--- src/rtl/m_trap_ctrl.sv ---
// Machine-mode trap controller: accepts traps, saves trap CSRs, redirects the
// PC to mtvec on entry and to mepc on mret, and serves the M-mode CSR port.
//
// state | meaning
// IDLE  | waiting for a trap or mret; traps may be accepted
// ENTRY | trap accepted, redirect to mtvec target issued, pipeline held
// EXIT  | mret taken, redirect to mepc issued, pipeline held
module m_trap_ctrl #(
  parameter logic [31:0] MTVEC_RESET = 32'h0000_0000
) (
  input  logic        clk_i,
  input  logic        rst_i,
  input  logic        trap_i,
  input  logic [31:0] mcause_i,
  input  logic [31:0] pc_i,
  input  logic [31:0] mtval_i,
  input  logic        mret_i,
  input  logic        csr_we_i,
  input  logic [11:0] csr_addr_i,
  input  logic [31:0] csr_wdata_i,
  output logic [31:0] csr_rdata_o,
  output logic        trap_taken_o,
  output logic        redirect_o,
  output logic [31:0] redirect_pc_o,
  output logic        busy_o,
  output logic        mie_o
);

  localparam logic [11:0] ADDR_MSTATUS  = 12'h300;
  localparam logic [11:0] ADDR_MIE      = 12'h304;
  localparam logic [11:0] ADDR_MTVEC    = 12'h305;
  localparam logic [11:0] ADDR_MSCRATCH = 12'h340;
  localparam logic [11:0] ADDR_MEPC     = 12'h341;
  localparam logic [11:0] ADDR_MCAUSE   = 12'h342;
  localparam logic [11:0] ADDR_MTVAL    = 12'h343;
  localparam logic [31:0] MIE_MASK      = 32'h0000_0888;

  typedef enum logic [1:0] {IDLE, ENTRY, EXIT} state_t;

  state_t      state_q, state_d;
  logic        mstatus_mie_q, mstatus_mpie_q;
  logic [31:0] mie_q, mtvec_q, mscratch_q, mepc_q, mcause_q, mtval_q;
  logic [31:0] redirect_pc_q, redirect_pc_d;
  logic [31:0] mstatus_rd, vec_base;
  logic        is_irq, irq_enabled, accept, do_mret;

  assign is_irq      = mcause_i[31];
  assign irq_enabled = mstatus_mie_q & mie_q[mcause_i[4:0]];
  assign accept      = (state_q == IDLE) & trap_i & (~is_irq | irq_enabled);
  assign do_mret     = (state_q == IDLE) & mret_i & ~accept;
  assign vec_base    = {mtvec_q[31:2], 2'b00};
  assign mstatus_rd  = {19'b0, 2'b11, 3'b0, mstatus_mpie_q, 3'b0, mstatus_mie_q, 3'b0};

  assign trap_taken_o  = accept;
  assign redirect_o    = (state_q == ENTRY) | (state_q == EXIT);
  assign busy_o        = redirect_o;
  assign redirect_pc_o = redirect_pc_q;
  assign mie_o         = mstatus_mie_q;

  always_comb begin
    state_d       = state_q;
    redirect_pc_d = redirect_pc_q;
    case (state_q)
      IDLE: begin
        if (accept) begin
          state_d = ENTRY;
          if (is_irq && mtvec_q[1:0] == 2'b01)
            redirect_pc_d = vec_base + {mcause_i[29:0], 2'b00};
          else
            redirect_pc_d = vec_base;
        end else if (do_mret) begin
          state_d       = EXIT;
          redirect_pc_d = mepc_q;
        end
      end
      ENTRY:   state_d = IDLE;
      EXIT:    state_d = IDLE;
      default: state_d = IDLE;
    endcase
  end

  always_comb begin
    csr_rdata_o = 32'h0;
    case (csr_addr_i)
      ADDR_MSTATUS:  csr_rdata_o = mstatus_rd;
      ADDR_MIE:      csr_rdata_o = mie_q;
      ADDR_MTVEC:    csr_rdata_o = mtvec_q;
      ADDR_MSCRATCH: csr_rdata_o = mscratch_q;
      ADDR_MEPC:     csr_rdata_o = mepc_q;
      ADDR_MCAUSE:   csr_rdata_o = mcause_q;
      ADDR_MTVAL:    csr_rdata_o = mtval_q;
      default:       csr_rdata_o = 32'h0;
    endcase
  end

  always_ff @(posedge clk_i) begin
    if (rst_i) begin
      state_q       <= IDLE;
      redirect_pc_q <= 32'h0;
    end else begin
      state_q       <= state_d;
      redirect_pc_q <= redirect_pc_d;
    end
  end

  // Trap entry and mret updates take priority over colliding CSR writes.
  always_ff @(posedge clk_i) begin
    if (rst_i) begin
      mstatus_mie_q  <= 1'b0;
      mstatus_mpie_q <= 1'b0;
      mie_q          <= 32'h0;
      mtvec_q        <= MTVEC_RESET;
      mscratch_q     <= 32'h0;
      mepc_q         <= 32'h0;
      mcause_q       <= 32'h0;
      mtval_q        <= 32'h0;
    end else begin
      if (csr_we_i && csr_addr_i == ADDR_MIE)      mie_q      <= csr_wdata_i & MIE_MASK;
      if (csr_we_i && csr_addr_i == ADDR_MTVEC)    mtvec_q    <= csr_wdata_i;
      if (csr_we_i && csr_addr_i == ADDR_MSCRATCH) mscratch_q <= csr_wdata_i;

      if (accept) begin
        mepc_q         <= {pc_i[31:2], 2'b00};
        mcause_q       <= mcause_i;
        mtval_q        <= is_irq ? 32'h0 : mtval_i;
        mstatus_mpie_q <= mstatus_mie_q;
        mstatus_mie_q  <= 1'b0;
      end else begin
        if (csr_we_i && csr_addr_i == ADDR_MEPC)   mepc_q   <= {csr_wdata_i[31:2], 2'b00};
        if (csr_we_i && csr_addr_i == ADDR_MCAUSE) mcause_q <= csr_wdata_i;
        if (csr_we_i && csr_addr_i == ADDR_MTVAL)  mtval_q  <= csr_wdata_i;
        if (do_mret) begin
          mstatus_mie_q  <= mstatus_mpie_q;
          mstatus_mpie_q <= 1'b1;
        end else if (csr_we_i && csr_addr_i == ADDR_MSTATUS) begin
          mstatus_mie_q  <= csr_wdata_i[3];
          mstatus_mpie_q <= csr_wdata_i[7];
        end
      end
    end
  end

endmodule

--- config.mk ---
export PLATFORM = sky130hd
export DESIGN_NAME = m_trap_ctrl
export DESIGN_NICKNAME = d
export VERILOG_FILES = /design/src/rtl/m_trap_ctrl.sv
export SDC_FILE = /design/constraint.sdc
export NUM_CORES = 1
export LEC_CHECK = 0
export CAP_MARGIN = 30
export CORE_MARGIN = 2
export CORE_UTILIZATION = 38
export DETAILED_ROUTE_END_ITERATION = 6
export GPL_TIMING_DRIVEN = 1
export HOLD_SLACK_MARGIN = 0.05
export MAX_ROUTING_LAYER = met4
export SYNTH_ARGS = -nofsm -noshare
export SYNTH_HDL_FRONTEND = slang
export SYNTH_SLANG_ARGS = --single-unit
--- constraint.sdc ---
create_clock -name clk_i -period 6.2 [get_ports clk_i]
set_input_delay 1.55 -clock clk_i [delete_from_list [all_inputs] [get_ports clk_i]]
set_output_delay 1.55 -clock clk_i [all_outputs]
set_load 0.01 [all_outputs]
# ---- Word level (Yosys, flattened, before mapping)
# Cells that the tools add are included.
dict set report word_totals {
  in_bits 145
  reg_bits 197
  word_cells 72
  out_inout_bits 68
}
dict set report op_classes {
  magnitude_cmp 1
  n_addsub 1
  mux 20
  n_bitwise 10
  n_eq_ne 10
  n_reduce_logical 19
}
# operator count
set ops {}
lappend ops {{$mux 32} 10}
lappend ops {{$pmux 32 s7} 1}
lappend ops {{$eq 12x10->1 const B} 7}
lappend ops {{$add 32x32->32} 1}
lappend ops {{$reduce_bool 2->1} 5}
lappend ops {{$logic_and 1x1->1} 8}
lappend ops {{$mux 1} 8}
lappend ops {{$lt 5x6->1 const B} 1}
lappend ops {{$and 1x1->1} 5}
lappend ops {{$bmux 1 s5} 1}
lappend ops {{$eq 2x1->1 const B} 2}
lappend ops {{$reduce_or 2->1} 2}
lappend ops {{$not 1->1} 3}
lappend ops {{$reduce_bool 3->1} 1}
lappend ops {{$reduce_or 3->1} 1}
lappend ops {{$eq 2x2->1 const B} 1}
lappend ops {{$logic_not 2->1} 1}
lappend ops {{$or 1x1->1} 2}
lappend ops {{$reduce_and 2->1} 1}

# ---- Depth between registers and ports, before layout
dict set report depth {
  depth_word 9
  ltp_mapped 10
  mapped_depth_nobuf 9
}

# ---- Least setup slack after synthesis
# OpenSTA, ideal clock, no wires.
dict set report synth_timing {
  kind {input-to-output}
  from {input port csr_addr_i[3]}
  to {output port csr_rdata_o[15]}
  t_arrival_ns 3.198
  t_required_ns 4.650
  path_buffers 2
  slack_ns 1.452
  path_stages 5
  cell_sequence {or4_4 -> or4_1 -> clkbuf_1 -> clkbuf_1 -> o21ai_0}
}
dict set report synth_via {
  elab_chain_len 2
  word_cells_on_any_way 8
  classes_between {7 x eq/ne; 1 x mux}
}
# item line_no
set synth_lines {}
lappend synth_lines {{start: declaration} 19} ;# input logic [11:0] csr_addr_i,
lappend synth_lines {{$eq 12x10->1} 84} ;# case (csr_addr_i)
lappend synth_lines {{$pmux 32 s7 (*)} 84}
lappend synth_lines {{end: declaration} 21} ;# output logic [31:0] csr_rdata_o,
# Mark *: on every way between the ends. The rest lies on a longest branch, timed or not.

# ---- Worst setup path after layout
dict set report layout_timing {
  from {input port csr_addr_i[3]}
  to {output port csr_rdata_o[30]}
}
# The elaborated chain is that of the path after synthesis.

==> results.yml <==
min_path:
  hold-path-endpoint: "mscratch_q[9]"
  hold_start: "mscratch_q[9]"
  min_path_cells: 2
  hold_class: "reg -> reg"
worst_setup_path:
  crit_fanout: 29
  critPathCaptureType: "primary output"
  r2r_cells: 8
  worstSetupPathType: "in -> out"
  rr_startpoint: "mtvec_q[6]"
  r2r_setup_slack_ns: 3.27
  worst-endpoint-arrival_ns: 4.28
  cp_data_required_time_ns: 4.65
  r2r_end: "redirect_pc_o[21]"
  critPathLaunchType: "primary input"
cells_and_area:
  seq_area_sq_um: 3900
  multi_input_area_sq_um: 6700
  nets: 1799
  n_fill_cell: 2861
  area_growth_pct: 25.9
  final_cell_mix: "nand2_1, clkdlybuf4s50_1, dfxtp_1, a21oi_1, nor2_1"
  layout_commonest_cell: "nand2_1"
  drive_gt1_share_pct: 6.66
grt:
  antenna_found_initial: 0
  grt_overflow: 0
  grt_max_degree: 100
  grtUsageTotal_pct: 29.6
  grt_pass1_vias: 10800
  grt_pass1_wl_um: 67600
logic_synthesis:
  ys_seq_elements: 195
  ys_types: 70
  synthArstFlopShare_pct: 0
  syn-mean-instance-area_sq_um: 7.49
  synth_area_sq_um: 11200
  netlist_instances: 1493
  synth_edf_count: 0
  synth_top_flop_cell: "dfxtp_1"
  yosysSeqAreaShare_pct: 34.9
  ys_warn_count: 0
clock_tree:
  htree_levels: 4
  cts-root-buf: "clkbuf_16"
  clkSlewWorstSetupHoldPaths_ns: 0.09
  hold_buffers: 0
  cts_resized: 0
  tritoncts: "built"
  cts.sinks: 195
  insertion_delay_ns: 0.45
  max-clock-path-buffers: 2
  postCtsSetupRepairBufs: 0
  cts_buffers: 17
job:
  maxCapViolCount: 0
pwr:
  ir_worst_vdd_mv: 0.179
  p_leak_nw: 4.81
  p_per_area_nw_per_um2: 216
place:
  numPortBuffers: 208
  dpl.hpwl_um: 32000
  dpl_worst_slack_ns: 0.394
  routabilityCongestion: 0.926
routing:
  ant_nets: 0
  drc: 0
  via_per_inst: 5.87
  vias: 11900
  routedWlPerCell_um: 22.5
  finalWirelength_um: 45500
  dr.pass1.iters: 6
  drtIter0Drc: 1485
run_status:
  status: "finished clean"
sta:
  relSlewSlack_pct: 32.3
  setup_slack_ns: 0.369
  period_share_pct: 94.0
  rsz0062_at_grt: "no"
  holdWs_ns: 0.458
  fin_crit_ns: 5.83
  worst_pin_slew_ns: 1.01
  maxSlewViolCount: 0
  setup_tns_ns: 0
  fmaxAchievable_mhz: 172
  final_hold_viol_count: 0
  worst_clock_skew_ns: 0.0167
  final-setup-viol-count: 0
die:
  ioPinCount: 213
  die_h_um: 176
  initial_core_util_pct: 38.7
  die-area_sq_um: 30800
  core_area_sq_um: 28900
  rows: 62
  fp.dieW_um: 176
[Yosys cell counts, types with 26 or more instances]
| master | instances | area (sq um) |
|---|---|---|
| a21oi_1 | 182 | 911 |
| nor2_1 | 135 | 507 |
| ha_1 | 30 | 375 |
| nand2_1 | 385 | 1450 |
| o21ai_0 | 52 | 260 |
| a311oi_1 | 44 | 385 |
| a211oi_1 | 45 | 338 |
| clkbuf_1 | 101 | 379 |
| dfxtp_1 | 195 | 3900 |
| mux2i_1 | 42 | 420 |
| a222oi_1 | 26 | 260 |
| mux2_2 | 26 | 293 |
[stage by stage]
step / cells / instance area (sq um) / power (W) / utilization, %
final: 2021 / 14100 / 0.00304 / 48.8
after global routing: 2020 / 14100 / 0.00314 / 48.8
after CTS: 2019 / 14000 / 0.00303 / 48.7
after detailed placement: 1987 / 13400 / 0.00191 / 46.6
after global placement: 1986 / 13400 / 0.00191 / 46.5
after floorplan: 1494 / 11200 / 0.00164 / -
[power breakdown]
group	leakage [nW]	switching (W)	internal, W	total [W]
clock	0.288	0.000588	0.000556	0.00114
sequential	1.59	0.0000631	0.00132	0.00138
combinational	2.94	0.000278	0.000236	0.000514
[metal layers]
metal	vias up	global-route usage, %	part of all wire [%]
met5	-	-	0
met4	0	7.27	1.9
met3	45	5.93	9.5
li1	5592	-	-
met2	589	41.6	42
met1	5634	43.1	46
[final cells by class]
type                       count  area share, %
multi-input combinational   1162           47.6
sequential                   195           27.7
timing repair buffer         238           16.7
tap                          384           3.41
clock buffer                  18           3.12
clock inverter                14           1.16
inverter                       9          0.240
antenna                        1         0.0178
[worst max-delay path, stage by stage]
cell and delay, ns:
clkdlybuf4s50_1 0.40, or4_4 0.56, or4_1 0.42, buf_4 0.27, o21ai_0 0.44, clkdlybuf4s50_1 0.63
[kinds of logic after synthesis]
kind of cell               after synthesis  synth area share (%)
muxes                                   70                  6.78
AOI/OAI and AO/OA                      437                  25.5
adders and majority gates               31                  3.54
buffers and inverters                  137                  5.39
and+or+nand+nor                        608                  22.8
xor gates and xnor gates                14                  1.10
DFF                                    195                  34.9
other                                    1                0.0335
[registers in the layout (all words and copies together), names as in the netlist]
register / flops
mscratch_q: 32
mtvec_q: 32
mie_o: 1
mie_q: 3
mstatus_mpie_q: 1
redirect_pc_o: 30
mtval_q: 32
mcause_q: 32
state_q: 2
mepc_q: 30
[how the worst max path moves through the flow]
stage | startpoint | endpoint | slack [ns] | cells past startpoint
floorplan | csr_addr_i[3] | csr_rdata_o[15] | 1.45 | 5
global placement | csr_addr_i[3] | csr_rdata_o[31] | 0.40 | 6
detailed placement | csr_addr_i[3] | csr_rdata_o[31] | 0.39 | 6
CTS | csr_addr_i[3] | csr_rdata_o[31] | 0.39 | 6
global route | csr_addr_i[5] | csr_rdata_o[1] | 0.36 | 7
finish | csr_addr_i[3] | csr_rdata_o[30] | 0.37 | 6
(Power assumes the default switching activity.)
